<file path="src/rtl/mem_byte_writer_if.sv">
// RAM-side port bundle for mem_byte_writer: write strobe, address, write data
// and the synchronous read data returned by the byte RAM.
interface mem_byte_writer_if #(
  parameter int ADDR_WIDTH = 16,
  parameter int DATA_WIDTH = 8
) ();
  logic                  write_enable;
  logic [ADDR_WIDTH-1:0] addr;
  logic [DATA_WIDTH-1:0] DI;
  logic [DATA_WIDTH-1:0] DO;

  modport master (output write_enable, output addr, output DI, input DO);
  modport slave  (input write_enable, input addr, input DI, output DO);
endinterface

</file>
<file path="src/rtl/mem_byte_writer.sv">
// Button-driven byte writer: debounced press writes sw at an auto-incrementing
// address and verifies it by readback; a second button zero-fills the RAM.
module mem_byte_writer #(
  parameter int ADDR_WIDTH = 16,
  parameter int DATA_WIDTH = 8,
  parameter int DB_CYCLES  = 1000000
) (
  input  logic                  clk,
  input  logic                  reset,
  input  logic [DATA_WIDTH-1:0] sw,
  input  logic                  btn_write,
  input  logic                  btn_clear,
  mem_byte_writer_if.master     ram,
  output logic                  busy,
  output logic [DATA_WIDTH-1:0] last_data,
  output logic                  err
);

  localparam int             CNT_W   = $clog2(DB_CYCLES);
  localparam logic [CNT_W-1:0] CNT_MAX = CNT_W'(DB_CYCLES - 1);

  typedef enum logic [2:0] {
    IDLE  = 3'd0,
    WRITE = 3'd1,
    READ  = 3'd2,
    CHECK = 3'd3,
    CLEAR = 3'd4
  } state_t;

  // bit 0 = write button, bit 1 = clear button
  logic [1:0]            sync1_r, sync2_r, stable_r, press_r;
  logic [CNT_W-1:0]      cnt_r [2];

  state_t                state_r, state_s;
  logic [ADDR_WIDTH-1:0] ptr_r, ptr_s;
  logic [DATA_WIDTH-1:0] di_r, di_s;
  logic [DATA_WIDTH-1:0] last_r, last_s;
  logic                  err_r, err_s;
  logic                  we_r, we_s;
  logic                  busy_r, busy_s;

  // Button synchronisers and debouncers; a press pulse fires when the stable level rises.
  always_ff @(posedge clk) begin
    if (reset) begin
      sync1_r  <= 2'b00;
      sync2_r  <= 2'b00;
      stable_r <= 2'b00;
      press_r  <= 2'b00;
      for (int i = 0; i < 2; i++) begin
        cnt_r[i] <= {CNT_W{1'b0}};
      end
    end else begin
      sync1_r <= {btn_clear, btn_write};
      sync2_r <= sync1_r;
      press_r <= 2'b00;
      for (int i = 0; i < 2; i++) begin
        if (sync2_r[i] == stable_r[i]) begin
          cnt_r[i] <= {CNT_W{1'b0}};
        end else if (cnt_r[i] == CNT_MAX) begin
          cnt_r[i]    <= {CNT_W{1'b0}};
          stable_r[i] <= sync2_r[i];
          press_r[i]  <= sync2_r[i];
        end else begin
          cnt_r[i] <= cnt_r[i] + CNT_W'(1);
        end
      end
    end
  end

  // Next-state, pointer, data and status logic for the write/verify/clear sequencer.
  always_comb begin
    state_s = state_r;
    ptr_s   = ptr_r;
    di_s    = di_r;
    last_s  = last_r;
    err_s   = err_r;
    case (state_r)
      IDLE: begin
        if (press_r[1]) begin
          state_s = CLEAR;
          ptr_s   = {ADDR_WIDTH{1'b0}};
          di_s    = {DATA_WIDTH{1'b0}};
        end else if (press_r[0]) begin
          state_s = WRITE;
          di_s    = sw;
        end else begin
          state_s = IDLE;
        end
      end
      WRITE: begin
        last_s  = di_r;
        state_s = READ;
      end
      READ: begin
        state_s = CHECK;
      end
      CHECK: begin
        if (ram.DO != di_r) begin
          err_s = 1'b1;
        end else begin
          err_s = err_r;
        end
        ptr_s   = ptr_r + ADDR_WIDTH'(1);
        state_s = IDLE;
      end
      CLEAR: begin
        ptr_s = ptr_r + ADDR_WIDTH'(1);
        if (ptr_r == {ADDR_WIDTH{1'b1}}) begin
          state_s = IDLE;
        end else begin
          state_s = CLEAR;
        end
      end
      default: begin
        state_s = IDLE;
      end
    endcase
    we_s   = (state_s == WRITE) || (state_s == CLEAR);
    busy_s = (state_s != IDLE);
  end

  // Sequencer state and registered RAM/status outputs.
  always_ff @(posedge clk) begin
    if (reset) begin
      state_r <= IDLE;
      ptr_r   <= {ADDR_WIDTH{1'b0}};
      di_r    <= {DATA_WIDTH{1'b0}};
      last_r  <= {DATA_WIDTH{1'b0}};
      err_r   <= 1'b0;
      we_r    <= 1'b0;
      busy_r  <= 1'b0;
    end else begin
      state_r <= state_s;
      ptr_r   <= ptr_s;
      di_r    <= di_s;
      last_r  <= last_s;
      err_r   <= err_s;
      we_r    <= we_s;
      busy_r  <= busy_s;
    end
  end

  assign ram.write_enable = we_r;
  assign ram.addr         = ptr_r;
  assign ram.DI           = di_r;
  assign busy             = busy_r;
  assign last_data        = last_r;
  assign err              = err_r;

endmodule
</file>
<file path="src/flat_wrapper.sv">
// flat-port wrapper written by rule: the top's interface ports become plain ports
module mem_byte_writer_flat 
#(
  parameter int ADDR_WIDTH = 16,
  parameter int DATA_WIDTH = 8,
  parameter int DB_CYCLES  = 1000000
)
  (clk, reset, sw, btn_write, btn_clear, busy, last_data, err, ram_write_enable, ram_addr, ram_DI, ram_DO);
  mem_byte_writer_if #(.ADDR_WIDTH(ADDR_WIDTH), .DATA_WIDTH(DATA_WIDTH)) ram_i ();
  input  logic clk;
  input  logic reset;
  input  logic [DATA_WIDTH-1:0] sw;
  input  logic btn_write;
  input  logic btn_clear;
  output logic busy;
  output logic [DATA_WIDTH-1:0] last_data;
  output logic err;
  output wire logic [$bits(ram_i.write_enable)-1:0] ram_write_enable;
  output wire logic [$bits(ram_i.addr)-1:0] ram_addr;
  output wire logic [$bits(ram_i.DI)-1:0] ram_DI;
  input wire logic [$bits(ram_i.DO)-1:0] ram_DO;
  assign ram_write_enable = ram_i.write_enable;
  assign ram_addr = ram_i.addr;
  assign ram_DI = ram_i.DI;
  assign ram_i.DO = ram_DO;
  mem_byte_writer #(.ADDR_WIDTH(ADDR_WIDTH), .DATA_WIDTH(DATA_WIDTH), .DB_CYCLES(DB_CYCLES)) u_core (.clk(clk), .reset(reset), .sw(sw), .btn_write(btn_write), .btn_clear(btn_clear), .ram(ram_i), .busy(busy), .last_data(last_data), .err(err));
endmodule
</file>
<file path="config.mk">
export PLATFORM = sky130hd
export DESIGN_NAME = mem_byte_writer_flat
export DESIGN_NICKNAME = d
export VERILOG_FILES = /design/src/rtl/mem_byte_writer_if.sv /design/src/rtl/mem_byte_writer.sv /design/src/flat_wrapper.sv
export SDC_FILE = /design/constraint.sdc
export NUM_CORES = 1
export LEC_CHECK = 0
export ABC_AREA = 1
export CAP_MARGIN = 5
export CORE_MARGIN = 2
export CORE_UTILIZATION = 45
export CTS_CLUSTER_SIZE = 25
export DETAILED_ROUTE_END_ITERATION = 16
export HOLD_SLACK_MARGIN = 0.08
export PLACE_DENSITY = 0.68
export SLEW_MARGIN = 10
export SYNTH_ARGS = -nofsm -noshare
export SYNTH_HDL_FRONTEND = slang
export SYNTH_SLANG_ARGS = --single-unit
</file>
<file path="constraint.sdc">
create_clock -name clk -period 5.5 [get_ports clk]
set_clock_uncertainty 0.2 [all_clocks]
set_input_delay 1.1 -clock clk [delete_from_list [all_inputs] [get_ports clk]]
set_output_delay 1.1 -clock clk [all_outputs]
set_load 0.01 [all_outputs]
</file>
# ---- Yosys cells after proc, flatten, opt, wreduce, memory -nomap -nowiden
# Memory sizes are Yosys's and may differ from the RTL's.
# Index checks and enable logic that the tools add are counted.
dict set report word_totals {
  output_inout_bits 35
  word_cells 91
  regBits 46
  ram_bits 40
  n_memories 1
}
dict set report classes {
  bitwise_logic 10
  n_eq_ne 13
  mux 38
  n_reduce_logical 13
  n_addsub 3
}
# memory words word_bits rd rd_ports_with_merged_regs wr line
set mem_list {}
lappend mem_list {u_core.cnt_r 2 20 2 0 2 mem_byte_writer.sv:32} ;# logic [CNT_W-1:0] cnt_r [2];
# cell count
set op_table {}
lappend op_table {{$mux W20} 6}
lappend op_table {{$add A20 B1 Y20 const B} 2}
lappend op_table {{$eq A20 B20 Y1 const B} 2}
lappend op_table {{$pmux W16 S2} 1}
lappend op_table {{$mux W1} 25}
lappend op_table {{$add A16 B1 Y16 const B} 1}
lappend op_table {{$eq A16 B16 Y1 const B} 1}
lappend op_table {{$mux W16} 1}
lappend op_table {{$mux W8} 2}
lappend op_table {{$pmux W3 S4} 1}
lappend op_table {{$reduce_and A2 Y1} 5}
lappend op_table {{$ne A8 B8 Y1} 1}
lappend op_table {{$eq A3 B1 Y1 const B} 2}
lappend op_table {{$eq A3 B2 Y1 const B} 2}
lappend op_table {{$eq A3 B3 Y1 const B} 2}
lappend op_table {{$mux W3} 2}
lappend op_table {{$or A1 B1 Y1} 6}
lappend op_table {{$reduce_or A3 Y1} 2}
lappend op_table {{$not A1 Y1} 4}
lappend op_table {{$reduce_bool A2 Y1} 2}
lappend op_table {{$logic_not A3 Y1} 1}
lappend op_table {{$reduce_bool A3 Y1} 1}
lappend op_table {{$eq A1 B1 Y1} 2}
lappend op_table {{$ne A2 B1 Y1 const B} 1}
lappend op_table {{2 further kinds} 2}

# ---- Longest topological paths before layout
# An unclocked memory read counts as a cell.
dict set report depth {
  word_depth 8
  ltp_mapped 9
  ltp_nobuf 9
}

# ---- Least setup slack after synthesis
# Ideal clock, no wire load.
dict set report synth_path {
  kind {input-to-reg}
  from {input reset}
  to {register u_core.last_r[2] (netlist: u_core.last_data[2])}
  setup_slack_ps 3527
  path_stages 4
  setup_time_ps 70
  t_required_ps 5230
  path_buffers 1
  arrival_ps 1703
  cell_sequence {inv_1 clkbuf_1 o21ai_0 a21oi_1}
}
# item line
set synth_rtl {}
lappend synth_rtl {{from (decl)} flat_wrapper.sv:11} ;# input logic reset;
lappend synth_rtl {{to (signal assigned)} mem_byte_writer.sv:128} ;# last_r <= {DATA_WIDTH{1'b0}};
lappend synth_rtl {{to (signal assigned)} mem_byte_writer.sv:136} ;# last_r <= last_s;
lappend synth_rtl {{to (decl)} mem_byte_writer.sv:37} ;# logic [DATA_WIDTH-1:0] last_r, last_s;

==> reports/metrics.cfg <==
[worst_setup_path]
rr_endpoint = u_core.cnt_r[0][7]$_SDFFCE_PN0P_
r2r-start = u_core.cnt_r[0][0]$_SDFFCE_PN0P_
critical_path_peak_fanout = 22
cp.arrival_ns = 3.50
crit_path_end_kind = flop
crit_path_max_incr_delay_ns = 0.83
slowest_stage = clkdlybuf4s50_1
startpoint_type = input pin
crit_path_cell_trace = clkdlybuf4s50_1 -> inv_1 -> nand3_1 -> a21oi_1
worstSetupPathType = in2reg
cp.required_ns = 5.50
r2r_cells = 6
ff2ff_setup_slack_ns = 3.12

[synthesis]
syn_area_per_cell_um2 = 7.751
ys_seq_elements = 86
synth-edff-count = 40
yosysMostFrequentCell = nand2_1
yosysTopAreaCell = edfxtp_1
synth.distinct_cells = 33
synth_area_leaders = edfxtp_1 26%, dfxtp_1 20%, nand2_1 12%
synth_common_cells = 141 x nand2_1, 93 x nor2_1, 71 x inv_1
synth_area_um2 = 4542
synth_cells = 586
ys_seq_area_share_pct = 46.72
async_reset_ff_share_pct = 0
yosys.area.top_type_share_pct = 26.45
yosys_warnings = 0
synthFlopType = dfxtp_1

[pwr]
switchingPower_w = 0.0002745
swShare_pct = 23.47
vdd_ir_drop_max_v = 0.0001233
power.share.clock_pct = 35.5
share_comb_of_total_power_pct = 5.0
p_int_w = 0.0008954
seq_power_share_pct = 59.5
p_leak_nw = 2.131
power.density_nw_per_um2 = 211.8

[global_routing]
antenna_found_initial = 0
grt_usage_pct = 18.26
grt_first_pass_wirelength_mm = 16.38
overflow = 0
grt_max_degree = 23
grt_pass1_vias = 3684

[clocking]
cts_sinks = 86
cts_buffer_depth = 2
post_cts_buffers = 0
cts-resized-gates = 0
root_buffer = clkbuf_8
clk_pin_slew_worst_paths_ns = 0.09
cts_tree = yes
cts-buffers-inserted = 9
clk_latency_ns = 0.37
postCtsHoldBufs = 0
cts_max_level = 3

[hold_path]
hold_path_end = u_core.sync2_r[0]$_SDFF_PP0_
hold_depth = 2
hp-start = u_core.sync1_r[0]$_SDFF_PP0_
hold_class = reg2reg

[sta]
fin_crit_ns = 3.502
final-setup-viol-count = 0
hold_violations = 0
fin_crit_sh_pct = 63.68
setup_tns_ns = 0
worst_slew_margin_rel_pct = 44.24
fmax_mhz = 285.5
slew_viol_final = 0
rsz0062_at_grt = false
worst_slew_pin_slew_ns = 0.8338

[cells_and_area]
fillers = 963
area_delta_synth_final_pct = 21.60
fin_area_um2 = 5523
layout.nets = 705
drive_above_1_share_pct = 5.240
n_antenna_cell = 0

[placed_design]
gp_congestion = 0.8533
place_area_um2 = 5346
io_buffers = 54
hpwlAfterDp_mm = 6.808

[floorplanning]
die_width_um = 104.5
initial_core_util_pct = 46.47
ios = 55
die_h_um = 104.5
row_count = 36
die-area_um2 = 10910
core_um2 = 9774

[run]
drv_cap = 0

[route]
via_count = 3853
wl_per_cell_um = 11.41
finalWirelength_mm = 9.357
via_per_inst = 4.699
dr.first_iter.drc_count = 92
dr.pass1.iters = 4
drc = 0
ant_nets = 0

[outcome]
status = finished clean

[registers in the layout, indices dropped and copies added, names as in the netlist, 2 cells and up]
| signal | count |
|---|---|
| u_core.press_r | 2 |
| u_core.last_data | 8 |
| u_core.state_r | 3 |
| u_core.sync1_r | 2 |
| u_core.ram.DI | 8 |
| u_core.stable_r | 2 |
| u_core.sync2_r | 2 |
| u_core.cnt_r | 40 |
| u_core.ram.addr | 16 |
[layout by cell type, fill, tap and decap left out, types with 18 or more instances in the layout]
master,n
a21oi_1,42
inv_1,71
conb_1,40
nand2_1,141
nand3_1,34
dfxtp_1,46
edfxtp_1,40
nor2_1,93
clkdlybuf4s50_1,54
xor2_1,18
[kinds of logic (layout without fill, tap and decap cells)]
| group | after synthesis | after routing | synth area share (%) |
|---|---|---|---|
| AO/OA/AOI/OAI | 61 | 61 | 7.273 |
| XOR/XNOR | 32 | 32 | 6.171 |
| adder cells (fa/ha/maj) | 3 | 3 | 0.8265 |
| buffers and inverters | 81 | 143 | 7.107 |
| flip-flops | 86 | 86 | 46.72 |
| other | 1 | 40 | 0.08257 |
| AND/OR/NAND/NOR | 322 | 322 | 31.82 |
[per-stage QoR]
stage / utilization (%) / hold WS, ns / std cells / setup WS (ns) / power [W]
finish: 56.50 / 0.1989 / 820 / 1.998 / 0.001170
global route: 56.50 / 0.2420 / 820 / 1.651 / 0.001216
CTS: 56.50 / 0.1992 / 820 / 1.865 / 0.001180
detailed placement: 54.70 / 0.1954 / 804 / 1.495 / 0.0007692
global placement: 54.70 / 0.1906 / 804 / 1.619 / 0.0007676
floorplan: - / 0.1883 / 625 / 3.527 / 0.0007449
[critical path: cells and delay by family]
family                 cells  cell delay, ns
AO/OA/AOI/OAI              1            0.32
buffers and inverters      2            1.42
AND/OR/NAND/NOR            1            0.64
[power by group through the flow]
| stage | Sequential, W | Combinational, W | Clock, W |
|---|---|---|---|
| 6_report | 0.000697 | 0.0000580 | 0.000415 |
| 3_3_place_gp | 0.000711 | 0.0000566 | 0 |
| 5_1_grt | 0.000699 | 0.0000668 | 0.000450 |
| 2_1_floorplan | 0.000707 | 0.0000376 | 0 |
| 3_5_place_dp | 0.000712 | 0.0000576 | 0 |
| 4_1_cts | 0.000697 | 0.0000581 | 0.000425 |
[layout make-up]
class	instances	area [µm²]	share of cell area, %
timing repair buffer	54	540.5	9.787
sequential	86	2122	38.42
tap	133	166.4	3.013
clock inverter	5	23.77	0.4304
inverter	73	274.0	4.961
clock buffer	11	152.6	2.764
multi-input combinational	458	2243	40.62
[per-layer routing]
metal | track usage (%) | vias up | share of wire (%)
li1 | - | 2032 | -
met4 | 8.687 | 0 | 2.1
met3 | 3.070 | 13 | 3.4
met1 | 24.81 | 1733 | 50
met2 | 28.29 | 75 | 44
met5 | 0 | - | 0
[worst max path at each step]
stage	from	end	slack, ns	cells after the start
4_1_cts	reset	u_core.cnt_r[0][7]$_SDFFCE_PN0P_	1.86	4
3_5_place_dp	reset	u_core.cnt_r[0][7]$_SDFFCE_PN0P_	1.49	4
6_report	reset	u_core.cnt_r[0][7]$_SDFFCE_PN0P_	2.00	4
5_1_grt	reset	u_core.cnt_r[0][11]$_SDFFCE_PN0P_	1.65	4
3_3_place_gp	reset	u_core.cnt_r[0][15]$_SDFFCE_PN0P_	1.62	4
2_1_floorplan	reset	u_core.last_data[2]$_SDFFE_PP0P_	3.53	4
Power figures use the tool's default switching activity.
